==> config.mk <==
export PLATFORM = sky130hd
export DESIGN_NAME = cpu_sequencer
export DESIGN_NICKNAME = d
export VERILOG_FILES = /design/src/rtl/cpu_pkg.sv /design/src/rtl/cpu_sequencer_pc_unit.sv /design/src/rtl/cpu_sequencer.sv
export SDC_FILE = /design/constraint.sdc
export NUM_CORES = 1
export LEC_CHECK = 0
export ABC_AREA = 0
export BUFFER_PORTS_ARGS = -buffer_cell sky130_fd_sc_hd__buf_2
export CORE_MARGIN = 1
export CORE_UTILIZATION = 49
export DETAILED_ROUTE_END_ITERATION = 8
export HOLD_SLACK_MARGIN = 0.06
export PLACE_DENSITY = 0.77
export SLEW_MARGIN = 10
export SYNTH_ARGS = -nofsm -noshare
export SYNTH_HDL_FRONTEND = slang
export SYNTH_SLANG_ARGS = --single-unit
==> constraint.sdc <==
create_clock -name clk -period 2.3 [get_ports clk]
set_input_delay 0.23 -clock clk [delete_from_list [all_inputs] [get_ports clk]]
set_output_delay 0.23 -clock clk [all_outputs]
set_load 0.01 [all_outputs]
==> src/rtl/cpu_pkg.sv <==
// cpu_pkg: shared sequencer state encoding, instruction field positions and flag indices.
package cpu_pkg;
   typedef enum logic [2:0] {S_PAUSE, S_FETCH, S_DECODE, S_EXEC, S_UPDATE, S_HALT} state_t;
   localparam int OPCODE_MSB = 14;
   localparam int OPCODE_LSB = 8;
   localparam logic [6:0] HALT_OPCODE = 7'b1111111;
   localparam int FLAG_Z = 3;
   localparam int FLAG_N = 2;
   localparam int FLAG_C = 1;
   localparam int FLAG_V = 0;
endpackage

==> src/rtl/cpu_sequencer_pc_unit.sv <==
// seq_pc_unit: program counter with hold / increment-wrap / load-target selection.
module seq_pc_unit #(
   parameter int PC_WIDTH = 8
) (
   input  logic                clk,
   input  logic                rst,
   input  logic                i_update,
   input  logic                i_load,
   input  logic [PC_WIDTH-1:0] i_target,
   output logic [PC_WIDTH-1:0] o_pc
);
   logic [PC_WIDTH-1:0] r_pc;
   always_ff @(posedge clk)
      r_pc <= rst ? '0 : !i_update ? r_pc : i_load ? i_target : r_pc + PC_WIDTH'(1);
   assign o_pc = r_pc;
endmodule

==> src/rtl/cpu_sequencer.sv <==
// cpu_sequencer: 4-cycle fetch/decode/exec/update sequencer with run, single-step and sticky halt.
module cpu_sequencer import cpu_pkg::*; #(
   parameter int         PC_WIDTH    = 8,
   parameter int         INSTR_WIDTH = 15,
   parameter logic [6:0] HALT_OPCODE = cpu_pkg::HALT_OPCODE,
   parameter int         CNT_WIDTH   = 16
) (
   input  logic                   clk,
   input  logic                   reset,
   input  logic                   run,
   input  logic                   step,
   input  logic [INSTR_WIDTH-1:0] instr_data,
   input  logic                   cu_l_pc,
   input  logic                   cu_d_w,
   input  logic                   cu_l_a,
   input  logic                   cu_l_b,
   input  logic [3:0]             alu_flags,
   output logic [PC_WIDTH-1:0]    pc,
   output logic [INSTR_WIDTH-1:0] ir,
   output logic [6:0]             opcode,
   output logic [3:0]             status_flags,
   output logic                   l_a_en,
   output logic                   l_b_en,
   output logic                   d_w_en,
   output logic                   busy,
   output logic                   halted,
   output logic [CNT_WIDTH-1:0]   instr_count
);
   state_t                 r_state, w_next;
   logic [INSTR_WIDTH-1:0] r_ir;
   logic [3:0]             r_flags;
   logic [CNT_WIDTH-1:0]   r_cnt;
   logic                   r_take_jump;
   logic                   w_exec;
   assign w_exec = r_state == S_EXEC;
   always_ff @(posedge clk)
      r_state <= reset ? S_PAUSE : w_next;
   always_comb begin
      w_next = r_state;
      case (r_state)
         S_PAUSE:  w_next = (run | step) ? S_FETCH : S_PAUSE;
         S_FETCH:  w_next = S_DECODE;
         S_DECODE: w_next = (instr_data[OPCODE_MSB:OPCODE_LSB] == HALT_OPCODE) ? S_HALT : S_EXEC;
         S_EXEC:   w_next = S_UPDATE;
         S_UPDATE: w_next = run ? S_FETCH : S_PAUSE;
         default:  w_next = S_HALT;
      endcase
   end
   // Flags only move at the end of EXEC, so control_unit sees them stable for the whole instruction.
   always_ff @(posedge clk) begin
      if (reset) begin
         r_ir        <= '0;
         r_flags     <= '0;
         r_cnt       <= '0;
         r_take_jump <= 1'b0;
      end else begin
         if (r_state == S_DECODE) r_ir <= instr_data;
         if (w_exec) r_take_jump <= cu_l_pc;
         if (w_exec && !cu_l_pc && (cu_l_a | cu_l_b | cu_d_w)) r_flags <= alu_flags;
         if (r_state == S_UPDATE && r_cnt != '1) r_cnt <= r_cnt + CNT_WIDTH'(1);
      end
   end
   seq_pc_unit #(.PC_WIDTH(PC_WIDTH)) u_pc (
      .clk      (clk),
      .rst      (reset),
      .i_update (r_state == S_UPDATE),
      .i_load   (r_take_jump),
      .i_target (r_ir[PC_WIDTH-1:0]),
      .o_pc     (pc)
   );
   assign ir           = r_ir;
   assign opcode       = r_ir[OPCODE_MSB:OPCODE_LSB];
   assign status_flags = r_flags;
   assign l_a_en       = w_exec & cu_l_a;
   assign l_b_en       = w_exec & cu_l_b;
   assign d_w_en       = w_exec & cu_d_w;
   assign busy         = r_state inside {S_FETCH, S_DECODE, S_EXEC, S_UPDATE};
   assign halted       = r_state == S_HALT;
   assign instr_count  = r_cnt;
endmodule

# [Yosys cells after proc, flatten, opt, wreduce, memory -nomap -nowiden]
# Index checks and enable logic that the tools add are counted.
[totals] register_bits=47 inputBits=27 out_inout_bits=55 elab_cells=32
[classes] add_sub_neg=2 eq_ne=7 muxes=5 bitwise=6 reduce_logical=6
[ops] operator="$add A16 B1 Y16 const B" count=1
[ops] operator="$ne A16 B16 Y1 const B" count=1
[ops] operator="$pmux W3 S5" count=1
[ops] operator="$add A8 B1 Y8 const B" count=1
[ops] operator="$mux W8" count=1
[ops] operator="$eq A7 B7 Y1 const B" count=1
[ops] operator="$eq A3 B2 Y1 const B" count=2
[ops] operator="$eq A3 B3 Y1 const B" count=2
[ops] operator="$reduce_bool A4 Y1" count=1
[ops] operator="$and A1 B1 Y1" count=3
[ops] operator="$eq A3 B1 Y1 const B" count=1
[ops] operator="$logic_and A1 B1 Y1" count=3
[ops] operator="$logic_not A3 Y1" count=1
[ops] operator="$mux W3" count=1
[ops] operator="$or A1 B1 Y1" count=3
[ops] operator="$mux W1" count=2
[ops] operator="$logic_not A1 Y1" count=1

# [Longest topological paths before layout]
[logic_depth] ltp_word=3 ltp_mapped=6 ltp_nobuf=5

# [By module]
# Synthesis repeated with hierarchy kept, for this count alone.
[unflattened] cells_unflattened=276 area_unflattened_um2=2248.4
[modules_own_cells] module="cpu_sequencer" n_inst=1 cells_each=217 area_per_inst_um2=1775.5 seq_area_each_um2=780.7
[modules_own_cells] module="seq_pc_unit" n_inst=1 cells_each=59 area_per_inst_um2=473.0 seq_area_each_um2=160.2

# [Worst setup path after synthesis]
# OpenSTA, ideal clock, no wires.
[synth_path] path_kind="register to register" from="reg r_cnt[0], in the netlist instr_count[0]" to="reg r_cnt[15], in the netlist instr_count[15]" setup_ns=0.121 t_arrival_ns=1.721 required_time_ns=2.179 slack_ns=0.458 path_stages_with_launch=7 path_buffers=1 synth_period_minus_slack_ns=1.842 path_cell_list="dfxtp_1 -> ha_1 -> nand4_1 -> clkbuf_1 -> nor3_2 -> nor4b_1 -> mux2_2"
[synth_between] elab_chain_len=2 word_cells_on_any_way=3 cone_classes="add/sub (1); eq/ne (1); reduce/logical (1)"
[synth_rtl] item="start, declared" line="cpu_sequencer.sv:32" source="logic [CNT_WIDTH-1:0] r_cnt;"
[synth_rtl] item="start signal, assigned" line="cpu_sequencer.sv:60" source="if (r_state == S_UPDATE && r_cnt != '1) r_cnt <= r_cnt + CNT_WIDTH'(1);"
[synth_rtl] item="parallel branches: the longest is 2 deep, another holds $add A16 B1 Y16"
# Several ways; the timed one is not identified.
# A chain may end at the register's enable or synchronous reset.

# [Worst setup path after layout]
[layout_path] from="reg r_cnt[0], in the netlist instr_count[0]" to="reg r_cnt[3], in the netlist instr_count[3]"
# The elaborated chain is that of the path after synthesis.

==> summary.txt <==
Port-buffer cells: 81
Mapped Nets: 296
Hold WC Path Type: in2reg
H-tree depth: 2
Initial antenna violation count: 0
Clock skew: 3.70 ps
Largest stage delay on the critical path: 430 ps
Cell family with most CP delay: simple AND/OR/NAND/NOR gates
Most numerous cell in the Yosys netlist: dfxtp_1
Highest Clock Rate: 534 MHz
Final setup vio count: 0
DRT iter0 DRCs: 135
WS Path Type: reg2reg
I/O pin cnt: 82
Global Route Usage Sum: 21.8%
Sequential power share: 56.4%
Routed via count: 2174
PwrDens: 570 mW/mm^2
Most instantiated cells after synthesis: dfxtp_1 (47), nand2_1 (40), a21oi_1 (37)
CTS tree: done
Dominant cell type by area after synthesis: dfxtp_1
Switch Pwr: 425 uW
Final worst path period need: 1870 ps
# DRC: 0
Net Sw Frac: 27.1%
Largest net degree at the start of global routing: 31
CTS Root Buffer Type: clkbuf_8
Core Area: 0.00441 mm^2
Die area: 0.00490 mm^2
CP required: 2470 ps
Clk pin slew, worst setup/hold paths: 90 ps
Fin. Hold Viols: 0
Buf+Inv Stages, Crit Path: 2
Total grt overflow: 0
Number of max-cap violations: 0
First-pass GRT wire length: 8.65 mm
Endpoint class of the critical path: flop
Critical Path AT: 2040 ps
Die X: 70.0 um
Synth Flop Type: dfxtp_1
Worst rel slew slack: 57.3%
Clk_lat worst skew: 300 ps
RSZ-0062 raised after global routing: no
Most used cell, CP: buf_4
CTS Buf Count: 5
Crit path launch type: flop
Synth-to-layout area growth: 21.1%
Netlist cell types: 49
Final period util: 81.5%
Detailed Route WL: 5.31 mm
Clock Power Share: 31.6%
Vias per cell: 5.57
Starting Density: 51.4%
Placed Cells: 382
Antenna violation net count after detailed routing: 0
Seq/Total Area, Yosys: 41.5%
HPWL after DPL: 3.80 mm
Reg2Reg Depth: 7
Row count: 24
Drt pass-1 iters: 4
WL/cell: 13.6 um
Cts repair resizes: 0
Post-CTS Setup Bufs: 0
Levels on crit path: 7
Synth top area share: 41.5%
Setup TNS Final: 0 ps
Hold bufs inserted after CTS: 0
Leakage: 0.00114 uW
Cell Area, Synth: 0.00227 mm^2
Routability congestion estimate: 0.786
Outcome: finished clean
Synth area leaders: dfxtp_1 (42%), a21oi_1 (8.2%), nand2_1 (6.6%)
Seq cells post-synth: 47
Fin nets: 366
VDD IR max: 0.000416 V
Internal Pwr Total: 1140 uW
Crit-path max FO: 11
Post-synth EDFFs: 0
Logic pwr share: 12.0%
Vert. Die Dim: 70.0 um
Longest Clk Path Bufs: 2
Slowest CP cell: nor4b_2
WHS Path Cells: 3
Fin cells: 390
Worst slew pin tran: 638 ps
Vias in the first global route: 1831
Clock sink total: 47
Syn_area_per_cell: 8.49 um^2
Share of post-route cells with drive strength above 1: 31.1%
Post-synth ARST share: 0%
Ant. Diodes: 0
CP Cell Sequence: ha_1 -> nand4_1 -> buf_4 -> nor4b_2 -> buf_4 -> or3_1 -> a21oi_1
Cells after Synth: 267
Slew Limit Fails: 0
Ys Warns: 0
[logic make-up (layout without fill, tap and decap cells)]
| family | count (synthesis) | count (layout) | share of synthesized area, % |
|---|---|---|---|
| AND/OR/NAND/NOR | 111 | 111 | 27.7 |
| buffers and inverters | 26 | 97 | 5.96 |
| adder cells (fa/ha/maj) | 2 | 2 | 1.10 |
| flip-flops | 47 | 47 | 41.5 |
| multiplexers | 9 | 9 | 4.03 |
| XOR/XNOR | 1 | 1 | 0.386 |
| AO/OA/AOI/OAI | 71 | 71 | 19.3 |
[tightest hold or removal path, cell delays in order]
cell	delay (ps)
buf_2	90
nand2_1	40
a21oi_1	50
[final cells by class]
type	count	area [um^2]
fillers	385	1670
multi-input cells	194	1200
flip-flops and latches	47	941
repair buffers	86	443
clock buffers	5	68.8
well taps	52	65.1
clock inverters	3	20.0
inverters	3	11.3
[power by group through the flow]
stage	clock network, uW	logic (uW)	registers, uW
6_report	495	188	883
5_1_grt	544	207	888
4_1_cts	511	188	882
3_5_place_dp	0	188	902
3_3_place_gp	0	185	900
2_1_floorplan	0	122	897
[registers in the layout (all words and copies together) (netlist names)]
name / flops
status_flags: 4
r_state: 3
instr_count: 16
ir: 15
r_take_jump: 1
u_pc.o_pc: 8
[layer usage]
| layer | part of all wire (%) | track usage, % | up-vias |
|---|---|---|---|
| li1 | - | - | 1106 |
| met1 | 48 | 30.3 | 1003 |
| met5 | 0 | 0 | - |
| met2 | 45 | 32.5 | 57 |
| met3 | 5.0 | 5.77 | 8 |
| met4 | 1.8 | 8.22 | 0 |
[path summary, 6_finish.rpt]
kind / from / to / slack, ps
min: instr_data[4] / ir[4]$_SDFFE_PP0N_ / 160
max: instr_count[0]$_SDFFE_PP0P_ / instr_count[3]$_SDFFE_PP0P_ / 430
min reg2reg: ir[11]$_SDFFE_PP0N_ / ir[11]$_SDFFE_PP0N_ / 470
max reg2reg: instr_count[0]$_SDFFE_PP0P_ / instr_count[3]$_SDFFE_PP0P_ / 430
[layout by cell type (no fill, tap or decap), types with 5 or more instances in the layout]
cell type,Yosys,layout
a21oi_1,37,37
and2_1,6,6
and3_1,5,5
buf_2,3,81
buf_4,7,5
clkbuf_8,0,5
dfxtp_1,47,47
mux2i_1,8,8
nand2_1,40,40
nand3_1,8,8
nand4_1,6,6
nor2_1,10,10
o21ai_0,6,6
o31ai_1,8,8
or3_1,7,7
or4_1,9,9
[through the flow]
| stage | cell area, um^2 | util, % | worst slack [ps] | hold WS [ps] | power (uW) |
|---|---|---|---|---|---|
| after floorplan | 2270 | - | 458 | 366 | 1020 |
| after global placement | 2660 | 60.2 | 502 | 455 | 1090 |
| after detailed placement | 2660 | 60.2 | 428 | 459 | 1090 |
| after CTS | 2750 | 62.2 | 406 | 148 | 1580 |
| after global routing | 2750 | 62.2 | 146 | 144 | 1640 |
| final | 2750 | 62.2 | 426 | 162 | 1570 |
No activity file was read; power rests on OpenSTA's default activity.
